`src/rtl/bp_clint_initiator_pkg.sv`:
```
// BedRock message types, proc-param widths and CLINT constants for the CLINT initiator.
package bp_clint_initiator_pkg;

    typedef enum logic {e_bp_default_cfg = 1'b0} bp_params_e;

    function automatic int unsigned bp_paddr_width_f(bp_params_e cfg);
        case (cfg)
            e_bp_default_cfg: return 32'd40;
            default:          return 32'd40;
        endcase
    endfunction

    function automatic int unsigned bp_lce_id_width_f(bp_params_e cfg);
        case (cfg)
            e_bp_default_cfg: return 32'd4;
            default:          return 32'd4;
        endcase
    endfunction

    localparam int unsigned dword_width_gp       = 64;
    localparam int unsigned bp_paddr_width_gp    = bp_paddr_width_f(e_bp_default_cfg);
    localparam int unsigned bp_lce_id_width_gp   = bp_lce_id_width_f(e_bp_default_cfg);
    localparam int unsigned clint_timeout_cycles_gp = 1024;

    localparam logic [bp_paddr_width_gp-1:0] mtimecmp_reg_base_addr_gp = 40'h00_0030_4000;
    localparam logic [bp_paddr_width_gp-1:0] mtime_reg_addr_gp         = 40'h00_0030_bff8;

    typedef enum logic [3:0] {
        e_bedrock_mem_rd    = 4'b0000,
        e_bedrock_mem_wr    = 4'b0001,
        e_bedrock_mem_uc_rd = 4'b0010,
        e_bedrock_mem_uc_wr = 4'b0011,
        e_bedrock_mem_pre   = 4'b0100,
        e_bedrock_mem_amo   = 4'b0101
    } bp_bedrock_mem_type_e;

    typedef enum logic [3:0] {
        e_bedrock_store   = 4'b0000,
        e_bedrock_amolr   = 4'b0001,
        e_bedrock_amosc   = 4'b0010,
        e_bedrock_amoswap = 4'b0011,
        e_bedrock_amoadd  = 4'b0100
    } bp_bedrock_wr_subop_e;

    typedef enum logic [2:0] {
        e_bedrock_msg_size_1   = 3'b000,
        e_bedrock_msg_size_2   = 3'b001,
        e_bedrock_msg_size_4   = 3'b010,
        e_bedrock_msg_size_8   = 3'b011,
        e_bedrock_msg_size_16  = 3'b100,
        e_bedrock_msg_size_32  = 3'b101,
        e_bedrock_msg_size_64  = 3'b110,
        e_bedrock_msg_size_128 = 3'b111
    } bp_bedrock_msg_size_e;

    typedef struct packed {
        logic [bp_lce_id_width_gp-1:0] lce_id;
    } bp_bedrock_mem_payload_s;

    typedef struct packed {
        bp_bedrock_mem_payload_s        payload;
        bp_bedrock_msg_size_e           size;
        logic [bp_paddr_width_gp-1:0]   addr;
        bp_bedrock_wr_subop_e           subop;
        bp_bedrock_mem_type_e           msg_type;
    } bp_bedrock_mem_header_s;

    typedef struct packed {
        logic [dword_width_gp-1:0]  data;
        bp_bedrock_mem_header_s     header;
    } bp_bedrock_mem_msg_s;

endpackage

```
`src/rtl/bp_clint_initiator_timer.sv`:
```
// Clear/up response-wait timer that saturates at max_val_p.
module bp_clint_initiator_timer #(
    parameter int unsigned width_p   = 10,
    parameter int unsigned max_val_p = 1023
) (
    input  logic               clk_i,
    input  logic               reset_i,
    input  logic               clear_i,
    input  logic               up_i,
    output logic [width_p-1:0] count_o
);

    logic [width_p-1:0] count_q, count_d;

    // Clear wins over increment; increment stops at the saturation value.
    always_comb begin
        count_d = count_q;
        if (clear_i) begin
            count_d = '0;
        end else if (up_i && (count_q != width_p'(max_val_p))) begin
            count_d = count_q + width_p'(1);
        end
    end

    // Count register.
    always_ff @(posedge clk_i or posedge reset_i) begin
        if (reset_i) begin
            count_q <= '0;
        end else begin
            count_q <= count_d;
        end
    end

    assign count_o = count_q;

endmodule

```
`src/rtl/bp_clint_initiator.sv`:
```
// Single-outstanding uncached BedRock initiator used to reach CLINT registers.
module bp_clint_initiator
    import bp_clint_initiator_pkg::*;
#(
    parameter bp_params_e  bp_params_p      = e_bp_default_cfg,
    parameter int unsigned timeout_cycles_p = clint_timeout_cycles_gp,
    localparam int unsigned paddr_width_p        = bp_paddr_width_f(bp_params_p),
    localparam int unsigned lce_id_width_p       = bp_lce_id_width_f(bp_params_p),
    localparam int unsigned msg_size_width_lp    = $bits(bp_bedrock_msg_size_e),
    localparam int unsigned xce_mem_msg_width_lp = $bits(bp_bedrock_mem_msg_s)
) (
    input  logic                            clk_i,
    input  logic                            reset_i,
    input  logic [lce_id_width_p-1:0]       lce_id_i,

    input  logic                            req_v_i,
    output logic                            req_ready_and_o,
    input  logic                            req_w_i,
    input  logic [paddr_width_p-1:0]        req_addr_i,
    input  logic [dword_width_gp-1:0]       req_data_i,
    input  logic [msg_size_width_lp-1:0]    req_size_i,

    output logic [xce_mem_msg_width_lp-1:0] mem_cmd_o,
    output logic                            mem_cmd_v_o,
    input  logic                            mem_cmd_ready_and_i,

    input  logic [xce_mem_msg_width_lp-1:0] mem_resp_i,
    input  logic                            mem_resp_v_i,
    output logic                            mem_resp_yumi_o,

    output logic [dword_width_gp-1:0]       rdata_o,
    output logic                            rdata_err_o,
    output logic                            rdata_v_o,
    input  logic                            rdata_yumi_i,

    output logic                            busy_o
);

    localparam int unsigned timer_width_lp = (timeout_cycles_p <= 1) ? 1 : $clog2(timeout_cycles_p);

    typedef enum logic [2:0] {e_ready, e_send, e_wait, e_reply, e_drain} state_e;

    state_e                    state_q, state_d;
    bp_bedrock_mem_msg_s       cmd_q, cmd_d;
    bp_bedrock_mem_msg_s       resp_li;
    logic [dword_width_gp-1:0] rdata_q, rdata_d;
    logic                      err_q, err_d;
    logic                      drain_q, drain_d;
    logic                      init_q;
    logic [timer_width_lp-1:0] timer_lo;
    logic                      timer_expired;
    logic                      resp_unused;

    assign resp_li       = bp_bedrock_mem_msg_s'(mem_resp_i);
    assign resp_unused   = ^{resp_li.header.subop, resp_li.header.size, resp_li.header.payload};
    assign timer_expired = (timer_lo == timer_width_lp'(timeout_cycles_p - 1));

    // Wait timer: restarts when the command is taken, runs only while no response is seen.
    bp_clint_initiator_timer #(
        .width_p   (timer_width_lp),
        .max_val_p (timeout_cycles_p - 1)
    ) timer (
        .clk_i   (clk_i),
        .reset_i (reset_i),
        .clear_i ((state_q == e_send) && mem_cmd_ready_and_i),
        .up_i    ((state_q == e_wait) && !mem_resp_v_i),
        .count_o (timer_lo)
    );

    // Next-state and datapath capture; a response beats a simultaneous timeout.
    always_comb begin
        state_d = state_q;
        cmd_d   = cmd_q;
        rdata_d = rdata_q;
        err_d   = err_q;
        drain_d = drain_q;
        unique case (state_q)
            e_ready: begin
                if (req_v_i && req_ready_and_o) begin
                    cmd_d                        = '0;
                    cmd_d.header.msg_type        = req_w_i ? e_bedrock_mem_uc_wr : e_bedrock_mem_uc_rd;
                    cmd_d.header.subop           = e_bedrock_store;
                    cmd_d.header.addr            = req_addr_i;
                    cmd_d.header.size            = bp_bedrock_msg_size_e'(req_size_i);
                    cmd_d.header.payload.lce_id  = lce_id_i;
                    cmd_d.data                   = req_w_i ? req_data_i : '0;
                    state_d                      = e_send;
                end
            end
            e_send: begin
                if (mem_cmd_ready_and_i) begin
                    state_d = e_wait;
                end
            end
            e_wait: begin
                if (mem_resp_v_i) begin
                    rdata_d = resp_li.data;
                    err_d   = (resp_li.header.msg_type != cmd_q.header.msg_type)
                            || (resp_li.header.addr != cmd_q.header.addr);
                    state_d = e_reply;
                end else if (timer_expired) begin
                    rdata_d = '0;
                    err_d   = 1'b1;
                    drain_d = 1'b1;
                    state_d = e_reply;
                end
            end
            e_reply: begin
                if (rdata_yumi_i) begin
                    state_d = drain_q ? e_drain : e_ready;
                end
            end
            e_drain: begin
                if (mem_resp_v_i) begin
                    drain_d = 1'b0;
                    state_d = e_ready;
                end
            end
            default: state_d = e_ready;
        endcase
    end

    // State and datapath registers; init_q holds off ready until the first edge after reset.
    always_ff @(posedge clk_i or posedge reset_i) begin
        if (reset_i) begin
            state_q <= e_ready;
            cmd_q   <= '0;
            rdata_q <= '0;
            err_q   <= 1'b0;
            drain_q <= 1'b0;
            init_q  <= 1'b0;
        end else begin
            state_q <= state_d;
            cmd_q   <= cmd_d;
            rdata_q <= rdata_d;
            err_q   <= err_d;
            drain_q <= drain_d;
            init_q  <= 1'b1;
        end
    end

    assign req_ready_and_o = init_q && (state_q == e_ready);
    assign mem_cmd_v_o     = (state_q == e_send);
    assign mem_cmd_o       = cmd_q;
    assign mem_resp_yumi_o = mem_resp_v_i && ((state_q == e_wait) || (state_q == e_drain));
    assign rdata_v_o       = (state_q == e_reply);
    assign rdata_o         = rdata_q;
    assign rdata_err_o     = err_q;
    assign busy_o          = (state_q != e_ready);

endmodule

```
`config.mk`:
```
export PLATFORM = sky130hd
export DESIGN_NAME = bp_clint_initiator
export DESIGN_NICKNAME = d
export VERILOG_FILES = /design/src/rtl/bp_clint_initiator_pkg.sv /design/src/rtl/bp_clint_initiator_timer.sv /design/src/rtl/bp_clint_initiator.sv
export SDC_FILE = /design/constraint.sdc
export NUM_CORES = 1
export LEC_CHECK = 0
export ABC_AREA = 1
export BUFFER_PORTS_ARGS = -buffer_cell sky130_fd_sc_hd__buf_2
export CAP_MARGIN = 0
export CORE_AREA = 2 2 164 166
export DETAILED_ROUTE_END_ITERATION = 16
export DIE_AREA = 0 0 166 168
export GPL_ROUTABILITY_DRIVEN = 1
export HOLD_SLACK_MARGIN = 0.03
export PLACE_DENSITY_LB_ADDON = 0.12
export SETUP_SLACK_MARGIN = 0.1
export SLEW_MARGIN = 20
export SYNTH_ARGS = -nofsm -noshare
export SYNTH_HDL_FRONTEND = slang
export SYNTH_SLANG_ARGS = --single-unit
```
`constraint.sdc`:
```
create_clock -name clk_i -period 7.6 [get_ports clk_i]
set_clock_uncertainty 0.15 [all_clocks]
set_input_delay 0.76 -clock clk_i [delete_from_list [all_inputs] [get_ports clk_i]]
set_output_delay 0.76 -clock clk_i [all_outputs]
set_load 0.05 [all_outputs]
```
==> results.py, run 1 <==
metrics = {
    "clock_tree": {
        "cts_num_sinks": 193,
        "cts_tree": "built",
        "clockBufferDepth": 2,
        "holdBufCountCts": 0,
        "clk_latency_ns": 0.43,
        "cts_buffers": 17,
        "cts_htree_levels": 4,
        "post_cts_resized": 0,
        "cts_root_buf": "clkbuf_16",
        "cts.clk_slew.worst_paths_ns": 0.08,
        "postCtsSetupRepairBufs": 0,
    },
    "status": {
        "outcome": "finished, final reports clean",
    },
    "timing": {
        "rsz0062_at_grt": "false",
        "hold_violations": 0,
        "layout_setup_ws_ns": 4.95,
        "fin_tns_setup_ns": 0,
        "period_needed_ns": 2.65,
        "slew_headroom": 0.262,
        "hold_ws_ns": 0.321,
        "setup_viol": 0,
        "slew_violations": 0,
        "worst_pin_slew_ns": 1.11,
        "period_share": 0.349,
        "fmax_mhz": 377,
    },
    "layout": {
        "fin_util": 0.418,
        "num-nets-final": 1503,
        "final_layout_size_suffix_gt1_frac": 0.358,
        "fin_cells": 1620,
        "num-fill-cells": 2685,
        "synthToLayoutAreaGrowth_pct": 35.1,
        "multiInputGateArea_sq_mm": 0.00288,
        "regArea_sq_mm": 0.00483,
    },
    "yosys": {
        "ys_seq_elements": 193,
        "ys_warn_count": 0,
        "yosysUniqueCellTypes": 27,
        "yosysSeqAreaShare": 0.593,
        "syn_area_sq_mm": 0.00815,
        "syn_area_per_cell_sq_um": 9.28,
        "syn_inst": 878,
    },
    "floorplan": {
        "die_w_um": 166,
        "dieHeight_um": 168,
        "core-area_sq_mm": 0.0264,
        "rows": 60,
        "pin_count": 426,
        "dieArea_sq_mm": 0.0279,
        "initial_core_util": 0.309,
    },
    "worst_hold_path": {
        "hold_class": "reg -> reg",
    },
    "power_and_ir_drop": {
        "p_int_uw": 2520,
        "power.switching_uw": 2790,
        "ir_worst_vdd_v": 0.000225,
        "leakage_uw": 0.00630,
        "switching_share": 0.526,
        "combPwrFrac": 0.514,
        "seqPwrFrac": 0.317,
        "power_density_mw_per_mm2": 482,
        "clockPowerShare": 0.169,
    },
    "place": {
        "routabilityCongestion": 0.822,
        "dp.cells": 1587,
        "hpwl_mm": 18.0,
        "numPortBuffers": 408,
        "dp_slack_ns": 4.71,
    },
    "drt": {
        "dr.first_iter.drc_count": 426,
        "ant_nets": 0,
        "finalWirelength_mm": 25.7,
        "drtPass1Iterations": 6,
        "wl_per_cell_um": 15.8,
        "viasPerCell": 4.50,
        "vias": 7285,
        "drc_errors": 0,
    },
    "setup_path": {
        "cpPeakStageDelay_ns": 0.43,
        "critical-path-top-delay-family": "flip-flops",
        "crit_chain": "nor2_2, nand2_1, a21oi_1, buf_2",
        "crit_type": "reg -> out",
        "crit_slowest_cell": "dfrtp_1",
        "start_kind": "flop",
        "path_buf_inv": 1,
        "path_max_fanout": 5,
        "end_kind": "primary output",
        "worst_ep_arrival_time_ns": 1.74,
        "ff2ff_setup_slack_ns": 4.95,
        "worst_ep_required_time_ns": 6.69,
    },
    "grt": {
        "gr-max-usage-layer": "met2",
        "grt_use_met2": 0.305,
        "grt_max_degree": 126,
        "met1_usage": 0.234,
        "grt_pass1_wl_mm": 39.9,
        "track_usage": 0.183,
        "use_met3": 0.0475,
        "grt_pass1_vias": 6911,
        "grt.overflow.total": 0,
        "antenna_found_initial": 1,
    },
    "run": {
        "max-cap-violations": 0,
    },
}
[Yosys cell counts, drive strengths merged]
library cell | n | area (sq um)
a22o | 64 | 561
ha | 1 | 12.5
nand3 | 76 | 380
dfrtp | 193 | 4830
xor2 | 2 | 17.5
clkbuf | 15 | 56.3
a31oi | 1 | 6.26
a21oi | 5 | 25.0
nand2 | 340 | 1280
inv | 50 | 188
o21ai | 19 | 95.1
o211ai | 1 | 7.51
xnor2 | 28 | 245
conb | 2 | 7.51
nor3b | 2 | 15.0
or2 | 1 | 6.26
buf | 37 | 231
nor2 | 33 | 129
nor3 | 8 | 56.3
[power groups by stage]
stage	Clock (uW)	Combinational, uW	Sequential [uW]
finish	898	2730	1680
global route	972	2890	1730
CTS	927	2760	1680
detailed placement	0	2760	1690
global placement	0	2750	1690
floorplan	0	689	3050
[worst paths after layout]
| path | start | cells past startpoint | endpoint |
|---|---|---|---|
| max | state_q[2] | 4 | mem_resp_yumi_o |
| min | mem_cmd_o[51] | 2 | mem_cmd_o[51] |
| max reg2reg | state_q[2] | 8 | mem_cmd_o[20] |
| min reg2reg | mem_cmd_o[51] | 2 | mem_cmd_o[51] |
| max in group asynchronous | reset_i | 3 | rdata_o[56] |
| min in group asynchronous | reset_i | 2 | rdata_o[22] |
[metal layers]
| layer | part of all wire | wire length, um | vias up |
|---|---|---|---|
| met2 | 0.49 | 12500 | 279 |
| met5 | 0 | 0 | - |
| met4 | 0.017 | 440 | 0 |
| met1 | 0.42 | 10900 | 3404 |
| li1 | - | - | 3576 |
| met3 | 0.071 | 1810 | 26 |
[cells in the final DEF, fill, tap and decap left out, drive strengths merged]
| cell | synthesis | routed |
|---|---|---|
| buf | 37 | 415 |
| nand2 | 340 | 340 |
| dfrtp | 193 | 193 |
| nand3 | 76 | 76 |
| a22o | 64 | 64 |
| inv | 50 | 55 |
| nor2 | 33 | 33 |
| xnor2 | 28 | 28 |
| o21ai | 19 | 19 |
| clkbuf | 15 | 18 |
| nor3 | 8 | 8 |
| conb | 2 | 7 |
| clkinv | 0 | 7 |
| a21oi | 5 | 5 |
| diode | 0 | 2 |
| xor2 | 2 | 2 |
| nor3b | 2 | 2 |
| or2 | 1 | 1 |
| a31oi | 1 | 1 |
| o211ai | 1 | 1 |
| ha | 1 | 1 |
| clkinvlp | 0 | 1 |
[sequential cells by signal, summed over array words and instances (netlist names)]
signal and cells:
init_q 1, drain_q 1, state_q 3, timer.count_o 10
rdata_err_o 1, rdata_o 64, mem_cmd_o 113
[layout make-up]
type	count	share of cell area
Sequential cell	193	0.439
Multi-Input combinational cell	588	0.261
Antenna cell	2	0.000455
Clock buffer	18	0.0399
Clock inverter	13	0.0127
Tap cell	341	0.0388
Inverter	50	0.0178
Timing Repair Buffer	415	0.190
[worst reg2reg max path: stages, from the launching register on]
cell and delay, ns:
dfrtp_1 0.43, nor2_2 0.18, nand2_2 0.11, nor3_4 0.11, buf_4 0.50, clkinv_2 0.20
buf_4 0.42, nand2_1 0.34, nand2_1 0.08
[kinds of logic (layout without fill, tap and decap cells)]
group	count (synthesis)	after routing	synth area share
DFF	193	193	0.593
other	2	9	0.000922
adders and majority gates	1	1	0.00154
xor gates and xnor gates	30	30	0.0322
and+or+nand+nor	460	460	0.229
AOI/OAI and AO/OA	90	90	0.0852
buffers and inverters	102	496	0.0584
[through the flow]
stage	power, uW	area, sq um
final	5310	11000
after floorplan	3740	8170
after global routing	5600	11000
after detailed placement	4450	10400
after global placement	4440	10400
after CTS	5370	11000
(Power assumes the default switching activity.)
==> inputs of run 2 (changes only) <==
clock period = 2.5 ns   (was 7.6 ns; I/O delays follow)
==> run 2 against run 1 <==
Flip-flop and latch count is the same. Routed wire length grew 11%. Cell count is 11% higher. Combinational power grew to 3.2 times the previous value. Sequential power grew to 3.1 times the previous value.
==> results.py, run 2 (synthesis gave the netlist of run 1 again) <==
metrics = {
    "grt": {
        "grt_pass1_vias": 8065,
        "grt_pass1_wl_mm": 44.6,
        "grt_max_degree": 98,
        "antenna_found_initial": 0,
        "grt.overflow.total": 0,
        "track_usage": 0.201,
    },
    "place": {
        "dp.cells": 1593,
        "routabilityCongestion": 0.794,
        "numPortBuffers": 408,
        "hpwl_mm": 19.4,
        "placed_cell_area_sq_mm": 0.0105,
    },
    "setup_path": {
        "worst_ep_required_time_ns": 2.72,
        "startpoint": "state_q[2]",
        "crit_type": "reg -> reg",
        "path_max_fanout": 64,
        "crit_chain": "nor2_2, nand2_1, nor2_4, buf_4, a22o_1",
        "rr_startpoint": "state_q[2]",
        "crit_slowest_cell": "buf_4",
        "cpPeakStageDelay_ns": 0.63,
        "end_kind": "flop",
        "worst_ep_arrival_time_ns": 2.46,
        "start_kind": "flop",
    },
    "clock_tree": {
        "cts_tree": "built",
        "clockBufferDepth": 2,
        "cts_root_buf": "clkbuf_16",
        "cts_num_sinks": 193,
        "clk_latency_ns": 0.43,
        "cts_htree_levels": 4,
        "cts.clk_slew.worst_paths_ns": 0.09,
        "cts_buffers": 17,
    },
    "layout": {
        "num-nets-final": 1687,
        "fin_cells": 1803,
        "num-fill-cells": 2494,
        "multiInputGateArea_sq_mm": 0.00289,
        "largest_register_ffs": 113,
        "regArea_sq_mm": 0.00483,
        "antennaDiodeCount": 0,
        "stdcell_area_sq_mm": 0.0129,
        "final_layout_size_suffix_gt1_frac": 0.319,
        "synthToLayoutAreaGrowth_pct": 58.8,
        "final_common_cell": "buf_2",
        "final_cell_mix": "buf_2 (408), nand2_1 (339), dfrtp_1 (193)",
    },
    "power_and_ir_drop": {
        "leakage_uw": 0.00711,
        "power_density_mw_per_mm2": 1280,
        "ir_worst_vdd_v": 0.000663,
        "power.total_uw": 16600,
    },
    "floorplan": {
        "initial_core_util": 0.309,
        "dieHeight_um": 168,
        "dieArea_sq_mm": 0.0279,
        "die_w_um": 166,
        "pin_count": 426,
        "core-area_sq_mm": 0.0264,
        "rows": 60,
    },
    "drt": {
        "wl_per_cell_um": 15.9,
        "viasPerCell": 4.44,
        "vias": 8014,
        "drtPass1Iterations": 5,
        "ant_nets": 0,
        "drc_errors": 0,
        "dr.first_iter.drc_count": 402,
        "finalWirelength_mm": 28.6,
    },
    "timing": {
        "period_share": 0.896,
        "slew_headroom": 0.506,
        "period_needed_ns": 2.24,
        "slew_violations": 0,
        "rsz0062_at_grt": "false",
        "worst_pin_slew_ns": 0.742,
        "setup_viol": 0,
        "fmax_mhz": 446,
        "hold_violations": 0,
    },
    "status": {
        "outcome": "finished, final reports clean",
    },
    "worst_hold_path": {
        "hold_class": "in -> reg",
        "hold_start": "mem_cmd_ready_and_i",
    },
    "run": {
        "max-cap-violations": 0,
    },
}
-- run 2: through the flow --
step	util	setup slack, ns	setup TNS [ns]	hold slack (ns)
3_3_place_gp	0.400	0.218	0	0.0927
3_5_place_dp	0.400	0.206	0	0.102
4_1_cts	0.491	0.208	0	0.100
6_report	0.491	0.260	0	0.112
5_1_grt	0.491	0.121	0	0.149
2_1_floorplan	-	-0.390	-75.35	0.186
-- run 2: power by group --
part | total (uW) | internal (uW) | switching (uW)
clock network | 2840 | 1400 | 1440
registers | 5140 | 4340 | 797
logic | 8650 | 2170 | 6480
-- run 2: cell type report --
type                       instances  area share
clock buffer                      18      0.0339
clock inverter                    14      0.0141
inverter                          50      0.0149
multi-input combinational        589       0.223
sequential                       193       0.373
tap                              341      0.0330
timing repair buffer             598       0.308
-- run 2: layer usage --
layer  vias to the layer above  track usage  wire length (um)
li1                       3945            -                 -
met1                      3768        0.261             12500
met5                         -            0                 0
met2                       274        0.339             14000
met3                        27       0.0451              1580
met4                         0       0.0597               567
-- run 2: critical path: cells and delay by family (launching register included) --
family / cells / cell delay [ns]
AND/OR/NAND/NOR: 3 / 0.64
buffers and inverters: 1 / 0.63
flip-flops: 1 / 0.43
AO/OA/AOI/OAI: 1 / 0.26
-- run 2: final timing paths --
| path | slack [ns] | cells after the start | to |
|---|---|---|---|
| max | 0.26 | 5 | rdata_o[52] |
| min | 0.11 | 4 | timer.count_o[7] |
| max reg2reg | 0.26 | 5 | rdata_o[52] |
| min reg2reg | 0.32 | 2 | mem_cmd_o[53] |
| max in group asynchronous | 1.15 | 4 | timer.count_o[3] |
| min in group asynchronous | 0.20 | 3 | rdata_o[26] |
-- run 2: timing repair --
| action | in CTS | in global routing |
|---|---|---|
| endpoints found under the hold margin | 207 | 0 |
| endpoints found under the setup margin | 0 | 12 |
| buffers inserted | 0 | 0 |
| hold buffers | 177 | 0 |
| gates resized for setup | 0 | 1 |
==> inputs of run 3 (changes only) <==
CTS_BUF_LIST = sky130_fd_sc_hd__clkbuf_8   (was not set)
SETUP_SLACK_MARGIN = not set   (was 0.1)
==> run 3 against run 2 <==
Total power is 4.2% lower. Global-route usage hardly changed. Clock-buffer cell count stayed put. Critical path depth is 3 higher. Sequential power hardly changed. Cell count hardly changed. Clock power is 24% lower. Largest cell class unchanged.
==> results.py, run 3 (synthesis gave the netlist of run 1 again) <==
metrics = {
    "power_and_ir_drop": {
        "power.switching_uw": 8610,
        "leakage_uw": 0.00702,
        "combPwrFrac": 0.542,
        "clockPowerShare": 0.136,
        "ir_worst_vdd_v": 0.000654,
        "seqPwrFrac": 0.322,
        "power_density_mw_per_mm2": 1250,
        "switching_share": 0.541,
        "p_int_uw": 7320,
    },
    "layout": {
        "final_common_cell": "buf_2",
        "fin_cells": 1802,
        "largest_register_ffs": 113,
        "final_layout_size_suffix_gt1_frac": 0.318,
        "synthToLayoutAreaGrowth_pct": 56.4,
        "final_cell_mix": "buf_2 (408), nand2_1 (339), dfrtp_1 (193)",
        "num-fill-cells": 2525,
        "num-nets-final": 1686,
        "antennaDiodeCount": 0,
    },
    "timing": {
        "rsz0062_at_grt": "false",
        "slew_headroom": 0.513,
        "period_needed_ns": 2.27,
        "worst_pin_slew_ns": 0.731,
        "setup_viol": 0,
        "slew_violations": 0,
        "period_share": 0.908,
        "layout_setup_ws_ns": 0.229,
        "hold_violations": 0,
        "fmax_mhz": 440,
    },
    "clock_tree": {
        "clockBufferDepth": 2,
        "cts_num_sinks": 193,
        "cts_buffers": 17,
        "cts_root_buf": "clkbuf_8",
        "cts.clk_slew.worst_paths_ns": 0.12,
        "post_cts_resized": 0,
        "clk_latency_ns": 0.47,
        "cts_htree_levels": 4,
        "cts_tree": "built",
    },
    "place": {
        "numPortBuffers": 408,
        "dp.cells": 1593,
        "dp_slack_ns": 0.206,
        "hpwl_mm": 19.4,
        "routabilityCongestion": 0.794,
    },
    "setup_path": {
        "crit_type": "reg -> reg",
        "end_kind": "flop",
        "cpPeakStageDelay_ns": 0.56,
        "startpoint": "timer.count_o[0]",
        "crit_slowest_cell": "nor2_4",
        "crit_chain": "ha_1, nand3_1, nor2_2, nand2_1, nor2_1, nor2_4, buf_12, a22o_1",
        "worst_ep_required_time_ns": 2.75,
        "rr_startpoint": "timer.count_o[0]",
        "path_max_fanout": 38,
        "start_kind": "flop",
        "worst_ep_arrival_time_ns": 2.52,
    },
    "floorplan": {
        "dieArea_sq_mm": 0.0279,
        "rows": 60,
        "core-area_sq_mm": 0.0264,
        "initial_core_util": 0.309,
        "dieHeight_um": 168,
        "die_w_um": 166,
        "pin_count": 426,
    },
    "grt": {
        "grt_pass1_wl_mm": 44.5,
        "grt_max_degree": 98,
        "track_usage": 0.201,
        "grt_pass1_vias": 8081,
        "antenna_found_initial": 0,
        "grt.overflow.total": 0,
    },
    "drt": {
        "drtPass1Iterations": 5,
        "dr.first_iter.drc_count": 388,
        "vias": 8029,
        "ant_nets": 0,
        "drc_errors": 0,
        "wl_per_cell_um": 15.8,
        "viasPerCell": 4.46,
        "finalWirelength_mm": 28.4,
    },
    "run": {
        "max-cap-violations": 0,
    },
    "worst_hold_path": {
        "hold_start": "mem_cmd_ready_and_i",
        "hold_class": "in -> reg",
    },
    "status": {
        "outcome": "finished, final reports clean",
    },
}
run 3: changes by cell type in the layout (fill, tap and decap cells not counted):
cell / before / now
clkbuf_16: 17 / 0
clkbuf_8: 1 / 18
nor2_2: 4 / 2
nor2_1: 28 / 29
run 3: area by class of cell:
class / instances / area [sq um] / area share
Multi-Input combinational cell: 588 / 2880 / 0.226
Clock buffer: 18 / 248 / 0.0194
Timing Repair Buffer: 598 / 3990 / 0.313
Clock inverter: 14 / 183 / 0.0143
Sequential cell: 193 / 4830 / 0.379
Tap cell: 341 / 427 / 0.0335
Inverter: 50 / 193 / 0.0151
run 3: final timing paths:
kind                                         end  slack (ns)  cells past startpoint
worst max-delay path                  rdata_o[4]        0.23                      8
worst min-delay path            timer.count_o[7]        0.06                      4
worst max register to register        rdata_o[4]        0.23                      8
worst min register to register     mem_cmd_o[50]        0.33                      2
max in group asynchronous       timer.count_o[3]        1.20                      4
min in group asynchronous            rdata_o[26]        0.14                      3
run 3: repair_timing:
item / CTS / global route
endpoints found under the setup margin: 0 / 0
hold buffers: 177 / 0
hold endpoints to repair: 313 / 0
setup buffers: 0 / 0
run 3: per-stage QoR:
stage          total power, uW   util  hold WS, ns  cell area (sq um)  TNS, ns
6_report                 15900  0.484       0.0627              12700        0
5_1_grt                  16800  0.484       0.0951              12700        0
4_1_cts                  16100  0.484       0.0302              12700        0
3_5_place_dp             13600  0.400        0.102              10500        0
3_3_place_gp             13600  0.400       0.0927              10500        0
2_1_floorplan            11400      -        0.186               8170   -75.35
run 3: critical path, delay by kind of cell, from the launching register on:
family	cells	cell delay, ns
and+or+nand+nor	5	0.94
DFF	1	0.41
buffers and inverters	1	0.30
adders and majority gates	1	0.23
AOI/OAI and AO/OA	1	0.16
run 3: metal layers:
metal	up-vias	track usage	part of all wire
li1	3942	-	-
met5	-	0	0
met4	0	0.0612	0.022
met1	3743	0.259	0.43
met2	306	0.340	0.49
met3	38	0.0456	0.060
run 3: power by group through the flow:
stage	logic (uW)	clock network (uW)	registers, uW
finish	8640	2160	5130
global route	9150	2390	5290
CTS	8690	2270	5120
detailed placement	8470	0	5150
global placement	8400	0	5160
floorplan	2100	0	9290
